**src/rtl/uart_loader.sv**
```systemverilog
// Boot-time program loader: pops a length header, instruction words and a checksum from the
// UART RX FIFO, writes the words into imem, replies ACK/NAK on TX, then releases the CPU.
module uart_loader #(
   parameter int                    ADDR_WIDTH = 12,
   parameter logic [ADDR_WIDTH-1:0] BASE_ADDR  = '0,
   parameter logic [7:0]            ACK_BYTE   = 8'hAA,
   parameter logic [7:0]            NAK_BYTE   = 8'h55
) (
   input  logic                  clk,
   input  logic                  rstn,
   input  logic                  start,
   input  logic [7:0]            uart_rx_data,
   input  logic                  empty,
   output logic                  uart_rd_en,
   output logic [7:0]            uart_tx_data,
   input  logic                  full,
   output logic                  uart_wr_en,
   output logic                  imem_we,
   output logic [ADDR_WIDTH-1:0] imem_addr,
   output logic [31:0]           imem_wdata,
   output logic                  cpu_rstn,
   output logic                  busy,
   output logic                  done,
   output logic                  error,
   output logic [2:0]            state_dbg
);

   // RX handshake: a byte is consumed on every cycle uart_rd_en=1 (only when !empty).
   // TX handshake: uart_tx_data is pushed on every cycle uart_wr_en=1 (only when !full).

   typedef enum logic [2:0] {
      S_IDLE, S_HDR, S_DATA, S_CSUM, S_REPLY, S_DONE, S_ERR
   } state_t;

   localparam logic [32:0] MAX_WORDS = 33'd1 << ADDR_WIDTH;

   state_t                state, state_nxt;
   logic [1:0]            byte_cnt;
   logic [31:0]           asm_q;
   logic [31:0]           words_left;
   logic [7:0]            csum;
   logic                  ack_q;
   logic [ADDR_WIDTH-1:0] wr_addr;
   logic                  pop, push;
   logic [31:0]           word_in;
   logic                  last_byte, hdr_big, csum_ok;

   // Bytes shift in from the top so the first byte of a word ends up in [7:0].
   assign word_in   = {uart_rx_data, asm_q[31:8]};
   assign last_byte = (byte_cnt == 2'd3);
   assign hdr_big   = ({1'b0, word_in} > MAX_WORDS);
   assign csum_ok   = (uart_rx_data == csum);

   always_comb begin
      state_nxt = state;
      pop       = 1'b0;
      push      = 1'b0;
      case (state)
         S_IDLE: if (start) state_nxt = S_HDR;
         S_HDR: begin
            pop = !empty;
            if (pop && last_byte) begin
               if (word_in == 32'd0) state_nxt = S_CSUM;
               else if (hdr_big)     state_nxt = S_REPLY;
               else                  state_nxt = S_DATA;
            end
         end
         S_DATA: begin
            pop = !empty;
            if (pop && last_byte && words_left == 32'd1) state_nxt = S_CSUM;
         end
         S_CSUM: begin
            pop = !empty;
            if (pop) state_nxt = S_REPLY;
         end
         S_REPLY: begin
            push = !full;
            if (push) state_nxt = ack_q ? S_DONE : S_ERR;
         end
         S_DONE:  state_nxt = S_DONE;
         S_ERR:   state_nxt = S_ERR;
         default: state_nxt = S_IDLE;
      endcase
   end

   always_ff @(posedge clk) begin
      if (!rstn) begin
         state        <= S_IDLE;
         byte_cnt     <= 2'd0;
         asm_q        <= 32'd0;
         words_left   <= 32'd0;
         csum         <= 8'd0;
         ack_q        <= 1'b0;
         wr_addr      <= BASE_ADDR;
         imem_we      <= 1'b0;
         imem_addr    <= BASE_ADDR;
         imem_wdata   <= 32'd0;
         uart_tx_data <= 8'd0;
      end else begin
         state   <= state_nxt;
         imem_we <= 1'b0;
         case (state)
            S_IDLE: begin
               if (start) begin
                  byte_cnt <= 2'd0;
                  csum     <= 8'd0;
                  wr_addr  <= BASE_ADDR;
               end
            end
            S_HDR: begin
               if (pop) begin
                  asm_q    <= word_in;
                  byte_cnt <= byte_cnt + 2'd1;
                  if (last_byte) begin
                     words_left <= word_in;
                     // Zero-length loads skip straight to CSUM and are judged there.
                     if (hdr_big) begin
                        ack_q        <= 1'b0;
                        uart_tx_data <= NAK_BYTE;
                     end
                  end
               end
            end
            S_DATA: begin
               if (pop) begin
                  asm_q    <= word_in;
                  byte_cnt <= byte_cnt + 2'd1;
                  csum     <= csum + uart_rx_data;
                  if (last_byte) begin
                     imem_we    <= 1'b1;
                     imem_addr  <= wr_addr;
                     imem_wdata <= word_in;
                     wr_addr    <= wr_addr + 1'b1;
                     words_left <= words_left - 32'd1;
                  end
               end
            end
            S_CSUM: begin
               if (pop) begin
                  ack_q        <= csum_ok;
                  uart_tx_data <= csum_ok ? ACK_BYTE : NAK_BYTE;
               end
            end
            default: ;
         endcase
      end
   end

   assign uart_rd_en = pop & rstn;
   assign uart_wr_en = push & rstn;
   assign cpu_rstn   = (state == S_DONE);
   assign done       = (state == S_DONE);
   assign error      = (state == S_ERR);
   assign busy       = (state != S_IDLE) && (state != S_DONE) && (state != S_ERR);
   assign state_dbg  = state;

endmodule

```
**config.mk**
```make
export PLATFORM = sky130hd
export DESIGN_NAME = uart_loader
export DESIGN_NICKNAME = d
export VERILOG_FILES = /design/src/rtl/uart_loader.sv
export SDC_FILE = /design/constraint.sdc
export NUM_CORES = 1
export LEC_CHECK = 0
export CAP_MARGIN = 10
export CORE_MARGIN = 8
export CORE_UTILIZATION = 37
export DETAILED_ROUTE_END_ITERATION = 16
export GPL_ROUTABILITY_DRIVEN = 1
export PLACE_DENSITY_LB_ADDON = 0.3
export SYNTH_ARGS = -nofsm -noshare
export SYNTH_HDL_FRONTEND = slang
export SYNTH_SLANG_ARGS = --single-unit
export TNS_END_PERCENT = 10
```
**constraint.sdc**
```tcl
create_clock -name clk -period 5.8 [get_ports clk]
set_input_delay 1.74 -clock clk [delete_from_list [all_inputs] [get_ports clk]]
set_output_delay 1.74 -clock clk [all_outputs]
set_load 0.05 [all_outputs]
```
# Word level (Yosys, flattened, before mapping)
# Cells that the tools add are included.
[word_totals]
reg_bits = 143
latchBits = 0
ram_bits = 0
romBits = 0
in_bits = 13
out_inout_bits = 62
word_cells = 103
memories = 0
[op_classes]
n_addsub = 4
mul = 0
div = 0
order_cmp = 1
eq_ne = 23
n_shift = 0
n_mux = 38
bitwise = 2
n_reduce_logical = 24
[op_table]
columns = ["cell", "count"]
rows = [
  ["two-way mux 32 bit", 4],
  ["one-hot mux 32 bit (2 select lines)", 1],
  ["two-way mux 8 bit", 7],
  ["two-way mux 12 bit", 3],
  ["== test 32 x 1 -> 1 bit (second input constant)", 1],
  ["> comparator 32 x 13 -> 1 bit (second input constant)", 1],
  ["logical NOT 32 bit", 1],
  ["one-hot mux 8 bit (2 select lines)", 2],
  ["subtractor 32 x 1 -> 32 bit (second input constant)", 1],
  ["one-hot mux 12 bit (2 select lines)", 1],
  ["!= test 2 bit (second input constant)", 11],
  ["two-way mux 3 bit", 7],
  ["one-hot mux 3 bit (7 select lines)", 1],
  ["AND reduction 5 bit", 3],
  ["adder 12 x 1 -> 12 bit (second input constant)", 1],
  ["AND reduction 3 bit", 4],
  ["== test 3 bit (second input constant)", 3],
  ["adder 8 bit", 1],
  ["== test 8 bit", 1],
  ["nonzero test 2 bit", 4],
  ["two-way mux 1 bit", 7],
  ["== test 3 x 2 -> 1 bit (second input constant)", 2],
  ["two-way mux 2 bit", 3],
  ["!= test 3 bit (second input constant)", 2],
  ["other kinds (15)", 20],
]

# Logic depth before layout (Yosys ltp)
# Gate-level depths: netlist of the first run.
[depth]
depth_word = 5
ltp_mapped = 8
depth_no_buf = 7

# Worst setup path after synthesis of the first run
# Ideal clock, no wire load.
[synth_path]
path_kind = "input-to-output"
start = "input rstn"
end = "output uart_wr_en"
arrival_ns = 3.722
t_required_ns = 4.060
path_slack_ns = 0.338
cell_stages = 4
path_buffers = 2
path_cell_list = "clkbuf_1 > inv_1 > clkbuf_1 > nor4_1"
[synth_between]
elab_chain_cells = 1
[synth_lines]
columns = ["element", "line", "text"]
rows = [
  ["start: declaration", "10", "input logic rstn,"],
  ["bitwise AND 1 bit", "150", "assign uart_wr_en = push & rstn;"],
  ["end: declaration", "17", "output logic uart_wr_en,"],
]
# No other way between the ends.

# Worst setup path in the final report of the first run
[layout_path]
start = "input empty"
end = "output uart_rd_en"
[layout_between]
elab_chain_cells = 3
[layout_lines]
columns = ["element", "line", "text"]
rows = [
  ["start: declaration", "13", "input logic empty,"],
  ["logical NOT 1 bit", "61, 69, 73", ""],
  ["two-way mux 1 bit", "-", ""],
  ["bitwise AND 1 bit", "149", "assign uart_rd_en = pop & rstn;"],
  ["end: declaration", "14", "output logic uart_rd_en,"],
]
# No other way between the ends.

==> reports/metrics.csv, run 1 <==
metric;value;unit
setup_viol;0;
swShare;0.329;
clk_latency;430;ps
syn_avg_cell_area;7.81;um2
grt_pass1_wl;28800;um
via_count;5911;
holdCritPathClass;reg2reg;
core_area;0.0165;mm2
fin_worst_skew;6.93;ps
powerDensity;358;mW/mm2
synth_fa_ha_area_frac;0.0255;
synth_edf_count;0;
netlist_instances;793;
clockPowerShare;0.416;
grt_pass1_vias;5543;
synthToLayoutAreaGrowth;23.9;%
slew_headroom;0.388;
period_share;0.842;
crit_type;in2out;
top_layer_used;met4;
switchingPower;905;uW
viasPerCell;5.55;
cts.sinks;128;
synth_top_family_by_area;simple AND/OR/NAND/NOR gates;
synth_compound_area_frac;0.218;
antenna_cells;0;
synthMuxAreaShare;0.00162;
die-area;0.0211;mm2
numCtsBuffers;17;
min_to;imem_wdata[14];
rr_worst_depth;6;
r2r_start;state_dbg[1];
synth_top_flop_cell;dfxtp_1;
final_common_cell;nand2_1;
track_usage;0.166;
cts_tree;yes;
worst_setup_path_start_kind;input pin;
power_frac_comb;0.226;
die_y;145;um
grt_setup_unrepaired;no;
cts-root-buf;clkbuf_16;
place_congestion;0.830;
cts-resized-gates;0;
r2r-end;words_left[17];
drv_slew;0;
min_path_cells;2;
timing.setup.tns;0;ps
ys_warn_count;0;
final_cells;1066;
num_io_pins;75;
hold_buffers;0;
drv_cap;0;
postRouteAntennaNets;0;
grt_max_degree;85;
initial_core_util;0.376;
status;complete, no violations;
chipWidth;145;um
drt_iter0_drc;461;
place_inst;1035;
max_freq;205;MHz
drc_errors;0;
required;4060;ps
syn-num-nets;818;
power_leakage;0.00262;uW
intPower;1840;uW
worst_ir_drop_vdd;0.298;mV
syn_area;0.00619;mm2
endpoint_kind;primary output;
min_period;4890;ps
seqPwrFrac;0.358;
row_count;47;
portBuffers;74;
fin_ws;914;ps
drive_above_1_share;0.0768;
synth_xor_xnor_area_share;0.0184;
synthArstFlopShare;0;
met2_length;7920;um
rrSetupSlack;3070;ps
synth-simple-area-share;0.272;
dr_wl_met3;1050;um
worst_pin_slew;919;ps
pre_cts_slack;914;ps
post_cts_buffers;0;
wl_per_cell;16.6;um
wirelength;17700;um
worstHoldStart;imem_wdata[14];
mostFrequentLayoutCells;174 x nand2_1, 128 x dfxtp_1, 103 x a21oi_1, 72 x clkdlybuf4s50_1, 61 x nor2_1;
hpwl;11500;um
synthDistinctLibCells;70;
antenna_found_initial;0;
nets;859;
ys_seq_area_frac;0.414;
grt-ovfl-total;0;
yosys_register_bits;128;
drt-pass1-iter-count;5;
hold_violations;0;
arrival;3150;ps
clk_path_buf_depth;2;
crit_fanout;8;
cts.reportedPaths.clkPinSlew;60;ps
met1Wirelength;8430;um
htree_levels;4;
==> worst max-delay path by stage <==
stage / start / end / slack [ps]
after global placement: rstn / uart_rd_en / 920
after floorplan: rstn / uart_wr_en / 340
after global routing: rstn / uart_rd_en / 820
after CTS: rstn / uart_rd_en / 880
final: empty / uart_rd_en / 910
after detailed placement: rstn / uart_rd_en / 910
==> layout make-up <==
type                       instances  area [um2]
clock inverter                    13         188
sequential                       128        2560
inverter                           8        30.0
timing repair buffer              85         843
multi-input combinational        594        3330
clock buffer                      18         439
fill                            1652        8790
tap                              220         275
==> worst max-delay path: stages <==
cell	delay, ps
clkdlybuf4s50_1	630
nor4_1	570
buf_12	210
==> power by group through the flow <==
stage / logic (uW) / registers, uW / clock network, uW
after global placement: 615 / 1000 / 0
final: 621 / 984 / 1140
after detailed placement: 614 / 1000 / 0
after floorplan: 445 / 994 / 0
after global routing: 674 / 990 / 1190
after CTS: 618 / 982 / 1150
==> through the flow <==
step / cell area, um2 / power [uW] / hold slack, ps / util
global placement: 7040 / 1620 / 443 / 0.428
detailed placement: 7040 / 1610 / 446 / 0.428
floorplan: 6190 / 1440 / 436 / -
global route: 7670 / 2850 / 473 / 0.466
CTS: 7670 / 2750 / 454 / 0.466
finish: 7670 / 2750 / 451 / 0.466
==> routing by layer <==
metal  track usage  up-vias
li1              -     2915
met1         0.216     2810
met2         0.256      163
met3        0.0445       23
met4        0.0661        0
met5             0        -
==> cell usage after synthesis, types with 7 or more instances <==
| cell | number | area [um2] |
|---|---|---|
| nand3_1 | 18 | 90.1 |
| nor3_1 | 23 | 115 |
| nor4_1 | 19 | 119 |
| ha_1 | 11 | 138 |
| xnor2_1 | 7 | 61.3 |
| inv_1 | 8 | 30.0 |
| o21ai_0 | 27 | 135 |
| nor2_1 | 62 | 233 |
| a21oi_1 | 103 | 515 |
| nand2_1 | 174 | 653 |
| buf_2 | 9 | 45.0 |
| dfxtp_1 | 128 | 2560 |
| a22oi_1 | 9 | 67.6 |
| or3_1 | 10 | 62.6 |
| o211ai_1 | 8 | 60.1 |
| buf_4 | 8 | 60.1 |
| clkbuf_1 | 45 | 169 |
==> flip-flops by register name, indices dropped and copies added, names as in the netlist <==
signal and count:
imem_wdata 32, words_left 32, asm_q 24, imem_addr 12, wr_addr 12, csum 8
state_dbg 3, byte_cnt 2, ack_q 1, imem_we 1, uart_tx_data 1
==> logic make-up after synthesis <==
| logic type | count (synthesis) |
|---|---|
| and+or+nand+nor | 354 |
| xor gates and xnor gates | 13 |
| muxes | 1 |
| DFF | 128 |
| adders and majority gates | 12 |
| buffers and inverters | 71 |
| AOI/OAI and AO/OA | 214 |
Power figures use the tool's default switching activity.
==> inputs of run 2 (changes only) <==
==> constraint.sdc (replaced) <==
create_clock -name clk -period 4 [get_ports clk]
set_input_delay 1.2 -clock clk [delete_from_list [all_inputs] [get_ports clk]]
set_output_delay 1.2 -clock clk [all_outputs]
set_load 0.05 [all_outputs]
==> reports/metrics.csv, run 2 (synthesized netlist as in run 1, its figures left out) <==
metric;value;unit
slew_headroom;0.357;
drt_iter0_drc;544;
arrival;2480;ps
numCtsBuffers;17;
worstHoldStart;imem_wdata[18];
crit_start;empty;
grt_setup_unrepaired;no;
initial_core_util;0.376;
track_usage;0.168;
grt-ovfl-total;0;
max_freq;272;MHz
hold_violations;0;
power_frac_comb;0.251;
worst_setup_path_start_kind;input pin;
swShare;0.332;
endpoint_kind;primary output;
htree_levels;4;
hold_buffers;0;
crit_fanout;2;
mostFrequentLayoutCells;174 x nand2_1, 128 x dfxtp_1, 103 x a21oi_1, 72 x clkdlybuf4s50_1, 61 x nor2_1;
dpl_cell_area;0.00713;mm2
wirelength;17800;um
cts.sinks;128;
num_io_pins;75;
hpwl;11700;um
postRouteAntennaNets;0;
via_count;5976;
drv_cap;0;
place_congestion;0.824;
final_common_cell;nand2_1;
holdCritPathClass;reg2reg;
post_cts_buffers;0;
required;2800;ps
intPower;2550;uW
core_area;0.0165;mm2
power_leakage;0.00265;uW
chipWidth;145;um
die_y;145;um
grt_pass1_wl;29200;um
setup_viol;0;
status;complete, no violations;
r2r_start;words_left[1];
die-area;0.0211;mm2
drc_errors;0;
fin_area;0.00768;mm2
portBuffers;74;
antenna_found_initial;0;
cts-root-buf;clkbuf_16;
cts_tree;yes;
nets;868;
worst_ir_drop_vdd;0.392;mV
grt_max_degree;88;
powerDensity;497;mW/mm2
synthToLayoutAreaGrowth;24.1;%
clk_latency;420;ps
seqPwrFrac;0.365;
crit_type;in2out;
antenna_cells;0;
cts-resized-gates;0;
timing.setup.tns;0;ps
clk_path_buf_depth;2;
wl_per_cell;16.6;um
worst_pin_slew;964;ps
switchingPower;1270;uW
min_period;3680;ps
cts.reportedPaths.clkPinSlew;50;ps
fin_worst_skew;9.09;ps
drv_slew;0;
reg_top3;imem_wdata (32), words_left (32), asm_q (24);
period_share;0.920;
viasPerCell;5.56;
drive_above_1_share;0.0842;
drt-pass1-iter-count;5;
grt_pass1_vias;5477;
clockPowerShare;0.384;
row_count;47;
==> run 2: changes by cell type in the layout (fill, tap and decap cells not counted), sizes merged <==
cell	delta
bufinv	-2
clkinvlp	-4
clkbuf	+2
inv	-1
buf	+9
clkinv	+5
==> run 2: stage by stage <==
step / instances / util / total power, uW / setup slack [ps] / hold slack [ps]
finish: 1075 / 0.467 / 3820 / 319 / 449
detailed placement: 1044 / 0.433 / 2370 / 331 / 445
global route: 1075 / 0.467 / 4010 / 240 / 472
CTS: 1075 / 0.467 / 3850 / 314 / 453
global placement: 1044 / 0.433 / 2370 / 348 / 442
floorplan: 793 / - / 2090 / -381 / 436
==> run 2: metal layers <==
metal	share of wire	vias to the layer above	GRT usage
li1	-	2932	-
met5	0	-	0
met2	0.46	201	0.263
met1	0.46	2823	0.219
met4	0.012	0	0.0448
met3	0.067	20	0.0519
==> run 2: final timing paths <==
kind	endpoint	slack, ps	depth (start not counted)
worst min register to register	imem_wdata[18]	450	2
worst max register to register	words_left[30]	1250	7
worst min-delay path	imem_wdata[18]	450	2
worst max-delay path	uart_rd_en	320	3
==> run 2: final cells by class <==
cell class,count,area (um2)
Inverter,8,30.0
Multi-Input combinational cell,594,3340
Clock inverter,11,118
Fill cell,1675,8780
Clock buffer,20,437
Sequential cell,128,2560
Tap cell,220,275
Timing Repair Buffer,94,923
==> run 2: power groups by stage <==
stage / clock, uW / combinational, uW / sequential, uW
5_1_grt: 1560 / 1050 / 1400
3_3_place_gp: 0 / 947 / 1420
6_report: 1470 / 959 / 1400
3_5_place_dp: 0 / 952 / 1420
2_1_floorplan: 0 / 647 / 1440
4_1_cts: 1500 / 959 / 1390
==> run 2: critical path, stage by stage <==
cell and delay (ps):
clkdlybuf4s50_1 550, nor4_1 530, buf_12 210
